--- src/rtl/mbtrain_sb_tx_arbiter.sv ---
// Round-robin arbiter sharing the sideband TX message path between the MBTRAIN substate FSMs.
// Holds a grant through the sideband busy handshake and reports completion or timeout per transfer.
module mbtrain_sb_tx_arbiter #(
    parameter int N_REQ         = 4,
    parameter int BUSY_WAIT_MAX = 16
) (
    input  logic               clk,
    input  logic               rst_n,
    input  logic               i_en,
    input  logic [N_REQ-1:0]   i_req_valid,
    input  logic [4*N_REQ-1:0] i_req_msg,
    input  logic               i_sb_busy,
    output logic [3:0]         o_sb_msg,
    output logic               o_sb_valid,
    output logic [N_REQ-1:0]   o_grant,
    output logic [N_REQ-1:0]   o_busy_negedge_detected,
    output logic               o_timeout
);

    localparam int IW = (N_REQ > 1) ? $clog2(N_REQ) : 1;
    localparam int CW = (BUSY_WAIT_MAX > 1) ? $clog2(BUSY_WAIT_MAX) : 1;
    localparam logic [N_REQ-1:0] ONE_HOT_0 = {{(N_REQ-1){1'b0}}, 1'b1};

    typedef enum logic [1:0] {
        ST_IDLE,
        ST_ISSUE,
        ST_WAIT_DONE
    } state_t;

    state_t             state_reg, state_next;
    logic [IW-1:0]      ptr_reg, ptr_next;
    logic [IW-1:0]      sel_reg, sel_next;
    logic [3:0]         msg_reg, msg_next;
    logic               valid_reg, valid_next;
    logic [N_REQ-1:0]   grant_reg, grant_next;
    logic [N_REQ-1:0]   done_reg, done_next;
    logic               timeout_reg, timeout_next;
    logic [CW-1:0]      cnt_reg, cnt_next;
    logic               busy_d_reg;
    logic               busy_fall;

    logic [3:0]         req_msg_arr [N_REQ];
    logic               found;
    logic [IW-1:0]      pick;
    logic [IW-1:0]      cand;

    generate
        for (genvar gi = 0; gi < N_REQ; gi++) begin : g_msg_split
            assign req_msg_arr[gi] = i_req_msg[4*gi +: 4];
        end
    endgenerate

    assign busy_fall = busy_d_reg & ~i_sb_busy;

    // Search starts one past the last served requester so the most recent winner goes last.
    always_comb begin
        found = 1'b0;
        pick  = '0;
        cand  = '0;
        for (int i = 1; i <= N_REQ; i++) begin
            cand = IW'((int'(ptr_reg) + i) % N_REQ);
            if (!found && i_req_valid[cand]) begin
                found = 1'b1;
                pick  = cand;
            end
        end
    end

    always_comb begin
        state_next   = state_reg;
        ptr_next     = ptr_reg;
        sel_next     = sel_reg;
        msg_next     = msg_reg;
        valid_next   = valid_reg;
        grant_next   = grant_reg;
        done_next    = '0;
        timeout_next = 1'b0;
        cnt_next     = cnt_reg;

        if (!i_en) begin
            state_next = ST_IDLE;
            valid_next = 1'b0;
            grant_next = '0;
        end else begin
            case (state_reg)
                ST_IDLE: begin
                    valid_next = 1'b0;
                    grant_next = '0;
                    if (found) begin
                        state_next = ST_ISSUE;
                        sel_next   = pick;
                        msg_next   = req_msg_arr[pick];
                        valid_next = 1'b1;
                        grant_next = ONE_HOT_0 << pick;
                        cnt_next   = '0;
                    end
                end
                ST_ISSUE: begin
                    if (!i_req_valid[sel_reg]) begin
                        state_next = ST_IDLE;
                        valid_next = 1'b0;
                        grant_next = '0;
                    end else if (i_sb_busy) begin
                        state_next = ST_WAIT_DONE;
                        valid_next = 1'b0;
                    end else if (cnt_reg == CW'(BUSY_WAIT_MAX - 1)) begin
                        state_next   = ST_IDLE;
                        timeout_next = 1'b1;
                        valid_next   = 1'b0;
                        grant_next   = '0;
                        ptr_next     = sel_reg;
                    end else begin
                        cnt_next = cnt_reg + 1'b1;
                    end
                end
                ST_WAIT_DONE: begin
                    // The transfer is committed here, so a withdrawn valid is not consulted.
                    if (busy_fall) begin
                        state_next = ST_IDLE;
                        done_next  = grant_reg;
                        grant_next = '0;
                        ptr_next   = sel_reg;
                    end
                end
                default: begin
                    state_next = ST_IDLE;
                    valid_next = 1'b0;
                    grant_next = '0;
                end
            endcase
        end
    end

    always_ff @(posedge clk or negedge rst_n) begin
        if (!rst_n) begin
            state_reg   <= ST_IDLE;
            ptr_reg     <= IW'(N_REQ - 1);
            sel_reg     <= '0;
            msg_reg     <= '0;
            valid_reg   <= 1'b0;
            grant_reg   <= '0;
            done_reg    <= '0;
            timeout_reg <= 1'b0;
            cnt_reg     <= '0;
            busy_d_reg  <= 1'b0;
        end else begin
            state_reg   <= state_next;
            ptr_reg     <= ptr_next;
            sel_reg     <= sel_next;
            msg_reg     <= msg_next;
            valid_reg   <= valid_next;
            grant_reg   <= grant_next;
            done_reg    <= done_next;
            timeout_reg <= timeout_next;
            cnt_reg     <= cnt_next;
            busy_d_reg  <= i_sb_busy;
        end
    end

    assign o_sb_msg                = msg_reg;
    assign o_sb_valid              = valid_reg;
    assign o_grant                 = grant_reg;
    assign o_busy_negedge_detected = done_reg;
    assign o_timeout               = timeout_reg;

endmodule

--- config.mk ---
export PLATFORM = sky130hd
export DESIGN_NAME = mbtrain_sb_tx_arbiter
export DESIGN_NICKNAME = d
export VERILOG_FILES = /design/src/rtl/mbtrain_sb_tx_arbiter.sv
export SDC_FILE = /design/constraint.sdc
export NUM_CORES = 1
export LEC_CHECK = 0
export ABC_AREA = 0
export CORE_MARGIN = 4
export CORE_UTILIZATION = 45
export DETAILED_ROUTE_END_ITERATION = 10
export HOLD_SLACK_MARGIN = 0.1
export PLACE_DENSITY = 0.8
export SYNTH_ARGS = -nofsm -noshare
export SYNTH_HDL_FRONTEND = slang
export SYNTH_SLANG_ARGS = --single-unit
--- constraint.sdc ---
create_clock -name clk -period 4.3 [get_ports clk]
set_input_delay 0.86 -clock clk [delete_from_list [all_inputs] [get_ports clk]]
set_output_delay 0.86 -clock clk [all_outputs]
set_load 0.005 [all_outputs]
== After elaboration in Yosys (flattened, before gate mapping) ==
Cells that the tools add are included.
Operators by class
  add/subtract/negate cells: 5
  order comparisons: 6
  equality and inequality tests: 15
  shift operators: 1
  mux-type cells: 59
  bitwise operators: 3
  reduce and logical (&&, ||, !) cells: 15
Operator list (number)
  4-bit two-way mux: 15
  2-bit two-way mux: 14
  1-bit two-way mux: 19
  2-bit by 3-bit < comparator with 1-bit output, second input constant: 5
  2-bit inequality test, second input constant: 7
  4-bit one-hot mux with 3 select lines: 1
  6-bit AND reduction: 2
  1-bit binary-select mux with 2-bit select: 5
  3-bit AND reduction: 3
  4-bit binary-select mux with 2-bit select: 1
  4-bit inequality test, second input constant: 2
  4-bit one-hot mux with 2 select lines: 1
  3-bit inequality test, second input constant: 2
  2-bit one-hot mux with 3 select lines: 1
  5-bit inequality test, second input constant: 1
  2-bit by 1-bit adder with 2-bit output, second input constant: 2
  2-bit adder, second input constant: 2
  4-bit by 1-bit adder with 4-bit output, second input constant: 1
  4-bit equality test, second input constant: 1
  2-bit one-hot mux with 2 select lines: 1
  2-bit nonzero test: 2
  1-bit by 2-bit left shift with 4-bit output, first input constant: 1
  3-bit >= comparator, second input constant: 1
  1-bit logical AND: 3
  9 further kinds: 11
Storage, ports and cells
  register bits after elaboration: 25
  input bits: 24
  output and inout port bits: 14
  logic and storage cells: 114

== Depth between registers and ports, before layout ==
Gate-level depths: netlist (run 1).
  depth after elaboration: 17
  mapped depth: 6
  mapped depth without buffers: 6

== Worst setup path before layout (run 1) ==
No wires, ideal clock.
  path kind: input to register
  start point: input i_req_valid[3]
  end point: register cnt_reg[1]
  arrival time: 1.930 ns
  slack: 2.249 ns
  stages: 5
  cell sequence: mux4_2 > nand4b_1 > nand2b_2 > nand2_1 > a31o_2
Between the ends
  cells in the longest elaborated chain, start to end: 14
  elaborated cells on any way between the ends: 23
  those cells by class: eq/ne: 2; mux: 14; reduce/logical: 7
RTL lines
  start: declaration: line 10  | input logic [N_REQ-1:0] i_req_valid,
  1-bit binary-select mux with 2-bit select: line 62  | if (!found && i_req_valid[cand]) begin
  1-bit two-way mux (implied by the code): line 62
  1-bit two-way mux: line 62
  1-bit logical NOT: line 62
  1-bit logical AND: line 62
  1-bit two-way mux: line 62
  1-bit logical NOT: line 62
  1-bit logical AND: line 62
  1-bit two-way mux: line 62
  1-bit logical NOT: line 62
  1-bit logical AND: line 62
  1-bit two-way mux: line 62
  2-bit inequality test (no source line)
  6-bit AND reduction (no source line) (*)
  end signal: assignment: line 155  | cnt_reg <= cnt_next;
  end: declaration: line 38  | logic [CW-1:0] cnt_reg, cnt_next;
Every way passes the cells marked *; elsewhere a longest branch is shown, timed or not. The select of a mux whose other input is x is not followed.
A chain may end at the register's enable or synchronous reset.

== Worst setup path after layout (run 1) ==
  start point: input i_req_valid[1]
  end point: register msg_reg[3], in the netlist o_sb_msg[3]
Between the ends
  cells in the longest elaborated chain, start to end: 16
  elaborated cells on any way between the ends: 27
  those cells by class: mux: 19; bitwise: 1; reduce/logical: 7
RTL lines
  1-bit binary-select mux with 2-bit select: line 62
  1-bit two-way mux (implied by the code): line 62
  1-bit two-way mux: line 62
  1-bit logical NOT: line 62
  1-bit logical AND: line 62
  1-bit two-way mux: line 62
  1-bit logical NOT: line 62
  1-bit logical AND: line 62
  1-bit two-way mux: line 62
  1-bit logical NOT: line 62
  1-bit logical AND: line 62
  2-bit two-way mux: line 62
  2-bit NOT with 3-bit output (implied by the code): line 92  | msg_next = req_msg_arr[pick];
  4-bit binary-select mux with 2-bit select: line 92
  4-bit two-way mux (implied by the code) (2 in a row): line 92
  end signal: assignment: line 150  | msg_reg <= msg_next;
  end: declaration: line 33  | logic [3:0] msg_reg, msg_next;
Several ways; a longest one is shown, not always the timed one. The select of a mux whose other input is x is not followed.

==> run_results.csv, run 1 <==
group,metric,value,unit
synthesis,synth_xor_xnor_area_share,0,
critical_path,setup.worst_path.start_class,"input port",
clock_tree,cts.root.buffer_cell,"sky130_fd_sc_hd__clkbuf_4",
synthesis,synth_area,1290,sq um
synthesis,ys_async_sr_fraction,1.00,
floorplanning,initial_util,0.467,
place,routabilityCongestion,0.793,
critical_path,cp_data_arrival_time,2.99,ns
clock_tree,post_cts.repair.setup_buffers,0,
pwr,power_per_cell_area,347,nW/um^2
synthesis,yosys.area_share.simple,0.183,
critical_path,r2r_setup_slack,2.23,ns
pwr,design_power_total,590,uW
clock_tree,cts_buffer_depth,2,
sta,min_period_over_period,0.637,
sta,totalNegativeSetupSlack,0,ns
finish,multi_input_comb_area,619,sq um
floorplanning,die_h,61.5,um
clock_tree,htree_levels,1,
sta,worst_clock_skew,0.00169,ns
place,dpl_worst_slack,1.20,ns
clock_tree,clock-sinks,25,
drt,avgRoutedWirePerCell,14.7,um
synthesis,synth.mux.area_fraction,0.140,
synthesis,yosys_warning_count,0,
finish,final.fill_count,232,
synthesis,postSynthRegisterBits,25,
sta,fin_ws,1.56,ns
synthesis,synth_compound_gate_area_share,0.149,
grt,grt_start_max_net_pins,26,
pwr,p_leak,0.746,nW
drt,drt-total-wl,2760,um
finish,area_growth,31.8,%
clock_tree,cts-resized-gates,0,
grt,vias_in_the_first_global_route,1037,
place,dp_hpwl,2120,um
critical_path,timing.rr.start,"ptr_reg[1]",
drt,violation_count_after_the_first_detailed_route_iteration,40,
drt,via_count,1008,
sta,hold_viol_final,0,
hold_path,hold_start,"o_sb_msg[0]",
critical_path,worst_setup_path_type,"in -> reg",
clock_tree,cts-buffers-inserted,3,
run,max_cap_violations,0,
grt,grt_first_pass_wirelength,4610,um
synthesis,dominant_combinational_cell_family_by_area_after_synthesis,"simple AND/OR/NAND/NOR gates",
synthesis,post_synth.cell_area_avg,10.8,sq um
grt,antenna_found_initial,0,
synthesis,synth_seq_area_share,0.487,
finish,regArea,628,sq um
sta,timing.slew.headroom,0.277,
synthesis,post_synthesis_share_of_cell_area_spent_on_full_adders_half_adders_and_majority_gates,0.00971,
floorplanning,rows,19,
clock_tree,clkTransAtPathRegs,0.13,ns
finish,drive_gt1_frac,0.128,
grt,global_route.usage.total,0.168,
critical_path,timing.critical_path.required,4.55,ns
clock_tree,clk-insertion-delay-late,0.32,ns
finish,leading_cell_type_in_the_layout_fill_and_taps_excluded,"sky130_fd_sc_hd__clkdlybuf4s50_1",
sta,period_needed,2.74,ns
sta,timing_worst_slew_pin_value,1.08,ns
synthesis,cell_types_with_the_largest_area_share_after_synthesis,"sky130_fd_sc_hd__dfrtp_1 (45%), sky130_fd_sc_hd__mux2i_1 (7.0%), sky130_fd_sc_hd__mux2_2 (5.2%)",
floorplanning,floorplan.die.width,61.5,um
synthesis,synth_flop_cell,"sky130_fd_sc_hd__dfrtp_1",
drt,post_drt_via_cell_ratio,5.39,
floorplanning,floorplan.die_area,3780,sq um
finish,finalNetCount,182,
synthesis,post-synth-top-area-fraction,0.447,
finish,layout_common_cells,"sky130_fd_sc_hd__clkdlybuf4s50_1 (37), sky130_fd_sc_hd__dfrtp_1 (23), sky130_fd_sc_hd__nand2_1 (13)",
synthesis,postSynthCellCount,119,
pwr,vdd.ir_drop.worst,0.245,mV
clock_tree,holdBufCountCts,0,
critical_path,setup.worst_path.end_class,"register",
finish,post-route-util,0.616,
drt,ant_nets,0,
finish,antennaDiodeCount,0,
synthesis,net_count_after_synthesis,144,
sta,drv_slew,0,
drt,drt_first_pass_iters,4,
clock_tree,tritoncts,"done",
sta,setup_repair_after_global_routing_missed_its_margin,"no",
place,port_buffers,37,
synthesis,top_cell_type_by_total_area_after_synthesis,"sky130_fd_sc_hd__dfrtp_1",
critical_path,cp_max_fo,11,
synthesis,yosysUniqueCellTypes,36,
floorplanning,design.portCount,38,
drt,post-route-drc-count,0,
grt,global_route_overflow,0,
floorplanning,core_area,2760,sq um
synthesis,synth-edff-count,0,
status,run_status,"complete, no violations",
sta,finalSetupViolations,0,
critical_path,cp-startpoint,"i_req_valid[1]",
sta,maxClockFrequency,365,MHz
hold_path,worstHoldPathType,"reg -> reg",
[through the flow]
step                      cell area (sq um)  hold WS [ns]  std cells
after CTS                              1700         0.521        187
after global routing                   1700         0.550        187
after global placement                 1670         0.472        183
after detailed placement               1670         0.480        183
final                                  1700         0.519        187
after floorplan                        1290         0.453        119
[worst max-delay path, cell delays in order]
cell and delay (ns):
sky130_fd_sc_hd__clkdlybuf4s50_1 0.50, sky130_fd_sc_hd__o21a_1 0.22, sky130_fd_sc_hd__a211oi_2 0.83, sky130_fd_sc_hd__mux2i_1 0.17, sky130_fd_sc_hd__mux2_2 0.31, sky130_fd_sc_hd__o21ai_2 0.10
[worst paths after layout]
kind / endpoint / cells after the start
setup reg to reg: o_sb_msg[3] / 5
min in group asynchronous: o_timeout / 1
max in group asynchronous: o_sb_valid / 1
hold reg to reg: o_sb_msg[0] / 2
setup / recovery: o_sb_msg[3] / 6
hold / removal: o_sb_msg[0] / 2
[Yosys cell counts, drive strengths merged, types with 2 or more instances]
| library cell | instances |
|---|---|
| a21boi | 2 |
| mux2 | 6 |
| o21ai | 9 |
| dfstp | 2 |
| o211ai | 2 |
| nor3b | 2 |
| inv | 4 |
| a22o | 3 |
| nand3 | 5 |
| o31ai | 3 |
| and2 | 4 |
| buf | 4 |
| nor2b | 4 |
| nand2 | 13 |
| mux2i | 9 |
| and3 | 2 |
| nand2b | 5 |
| nor2 | 4 |
| dfrtp | 23 |
[cell type report]
type                       instances  share of cell area
clock buffer                       3              0.0133
clock inverter                     1             0.00295
inverter                           4             0.00884
multi-input combinational         86               0.365
sequential                        25               0.370
tap                               31              0.0228
timing repair buffer              37               0.218
[power breakdown]
group          switching, mW  leakage, nW  total [mW]  internal, mW
Sequential            0.0273        0.325       0.296         0.269
Clock                 0.0702       0.0177       0.105        0.0348
Combinational         0.0821        0.404       0.189         0.106
[kinds of logic after synthesis]
logic type               count (synthesis)
buffers and inverters                    8
flip-flops                              25
AND/OR/NAND/NOR                         44
multiplexers                            16
adder cells (fa/ha/maj)                  1
AO/OA/AOI/OAI                           25
[layer usage]
layer,routed length (um),share of wire,track usage,vias to the layer above
met1,1120,0.41,0.189,472
met2,1470,0.53,0.302,31
met4,30,0.011,0.0667,0
met3,134,0.049,0.0398,4
met5,0,0,0,-
li1,-,-,-,501
(Power assumes the default switching activity.)
==> run 2, diff against run 1 <==
CORE_UTILIZATION = 42   (was 45)
PLACE_DENSITY = 0.78   (was 0.8)
clock period = 2.31 ns   (was 4.3 ns; I/O delays follow)
==> run_results.csv, run 2 (same netlist as run 1, synthesis figures left out) <==
group,metric,value,unit
sta,totalNegativeSetupSlack,0,ns
place,port_buffers,37,
critical_path,cpMaxStageDelayCell,"sky130_fd_sc_hd__mux4_2",
clock_tree,cts-buffers-inserted,3,
clock_tree,clk-insertion-delay-late,0.31,ns
sta,worst_clock_skew,0.00796,ns
critical_path,cp_max_fo,6,
clock_tree,cts-resized-gates,0,
grt,grt_start_max_net_pins,26,
critical_path,timing.critical_path.required,2.53,ns
critical_path,timing.rr.end,"cnt_reg[1]",
floorplanning,initial_util,0.452,
drt,post-route-drc-count,0,
pwr,pwr-share-comb,0.339,
critical_path,timing.rr.start,"sel_reg[0]",
critical_path,cp_data_arrival_time,2.19,ns
sta,maxClockFrequency,508,MHz
pwr,power.switching_fraction,0.299,
finish,post-route-util,0.616,
critical_path,worst-r2r-cell-count,5,
clock_tree,cts_buffer_depth,2,
grt,vias_in_the_first_global_route,1091,
floorplanning,rows,19,
critical_path,max_stage_delay,0.56,ns
sta,timing.slew.headroom,0.700,
critical_path,worst_setup_path_type,"in -> reg",
pwr,cell_internal_pwr,788,uW
floorplanning,floorplan.die.width,63.4,um
critical_path,number_of_buffer_and_inverter_stages_on_the_critical_path,1,
finish,antennaDiodeCount,0,
critical_path,worst_path_dominant_cell_family,"multiplexers",
pwr,p_leak,0.782,nW
drt,ant_nets,0,
critical_path,path_cells,"clkdlybuf4s50_1 > mux4_2 > nand4b_1 > nand2b_2 > nand2_1 > a31o_2",
floorplanning,core_area,2850,sq um
finish,layout_common_cells,"sky130_fd_sc_hd__clkdlybuf4s50_1 (37), sky130_fd_sc_hd__dfrtp_1 (23), sky130_fd_sc_hd__nand2_1 (13)",
run,max_cap_violations,0,
drt,via_count,1050,
grt,global_route.usage.total,0.150,
clock_tree,holdBufCountCts,0,
pwr,vdd.ir_drop.worst,0.322,mV
grt,antenna_found_initial,0,
pwr,design_power_total,1.12,mW
floorplanning,floorplan.die_area,4020,sq um
critical_path,setup.worst_path.start_class,"input port",
place,dpl_worst_slack,0.0155,ns
sta,timing_worst_slew_pin_value,0.446,ns
sta,min_period_over_period,0.852,
sta,setup_repair_after_global_routing_missed_its_margin,"no",
sta,fin_ws,0.343,ns
sta,hold_viol_final,0,
pwr,power_per_cell_area,640,nW/um^2
hold_path,worstHoldPathType,"in -> async",
grt,global_route_overflow,0,
sta,period_needed,1.97,ns
floorplanning,die_h,63.4,um
sta,drv_slew,0,
grt,grt_first_pass_wirelength,4820,um
pwr,power_switching,337,uW
critical_path,r2r_setup_slack,0.56,ns
clock_tree,tritoncts,"done",
drt,drt-total-wl,2810,um
drt,violation_count_after_the_first_detailed_route_iteration,38,
pwr,share_seq_of_total_power,0.488,
pwr,power.clock.fraction,0.173,
drt,post_drt_via_cell_ratio,5.38,
sta,finalSetupViolations,0,
place,routabilityCongestion,0.783,
clock_tree,clock-sinks,25,
drt,avgRoutedWirePerCell,14.4,um
finish,area_growth,36.4,%
clock_tree,htree_levels,1,
finish,finalNetCount,190,
clock_tree,post_cts.repair.setup_buffers,0,
drt,drt_first_pass_iters,4,
finish,drive_gt1_frac,0.165,
floorplanning,design.portCount,38,
place,dp_hpwl,2290,um
critical_path,setup.worst_path.end_class,"register",
finish,leading_cell_type_in_the_layout_fill_and_taps_excluded,"sky130_fd_sc_hd__clkdlybuf4s50_1",
status,run_status,"complete, no violations",
clock_tree,cts.root.buffer_cell,"sky130_fd_sc_hd__clkbuf_4",
clock_tree,clkTransAtPathRegs,0.14,ns
run 2: worst max path at each step:
stage,from,endpoint,cells after the start,slack [ns]
after floorplan,i_req_valid[3],cnt_reg[1],5,0.66
after global placement,i_req_valid[3],cnt_reg[1],6,0.06
after detailed placement,i_req_valid[1],cnt_reg[1],6,0.02
after CTS,i_req_valid[3],cnt_reg[1],6,0.36
after global routing,i_req_valid[3],o_sb_msg[3],7,0.29
final,i_req_valid[3],cnt_reg[1],6,0.34
run 2: metal layers:
metal  track usage  up-vias  part of all wire
met5             0        -                 0
met4        0.0323        0            0.0028
met3        0.0355        2             0.053
met2         0.289       33              0.55
met1         0.162      502              0.39
li1              -      513                 -
run 2: layout make-up:
cell class                      instances  area [sq um]
Fill cell                             248          1090
Clock buffer                            4          26.3
Timing Repair Buffer                   45           430
Inverter                                4          15.0
Sequential cell                        25           628
Multi-Input combinational cell         86           619
Tap cell                               31          38.8
run 2: through the flow:
stage                     instances  hold WS (ns)  cell area (sq um)
after floorplan                 119         0.166               1290
after global placement          191         0.480               1730
after detailed placement        191         0.478               1730
after CTS                       195         0.496               1760
after global routing            195         0.499               1760
final                           195         0.484               1760
run 2: power groups by stage:
stage	combinational (mW)	clock, mW	sequential (mW)
2_1_floorplan	0.213	0	0.549
3_3_place_gp	0.369	0	0.555
6_report	0.381	0.195	0.549
4_1_cts	0.387	0.199	0.549
3_5_place_dp	0.385	0	0.556
5_1_grt	0.421	0.217	0.560
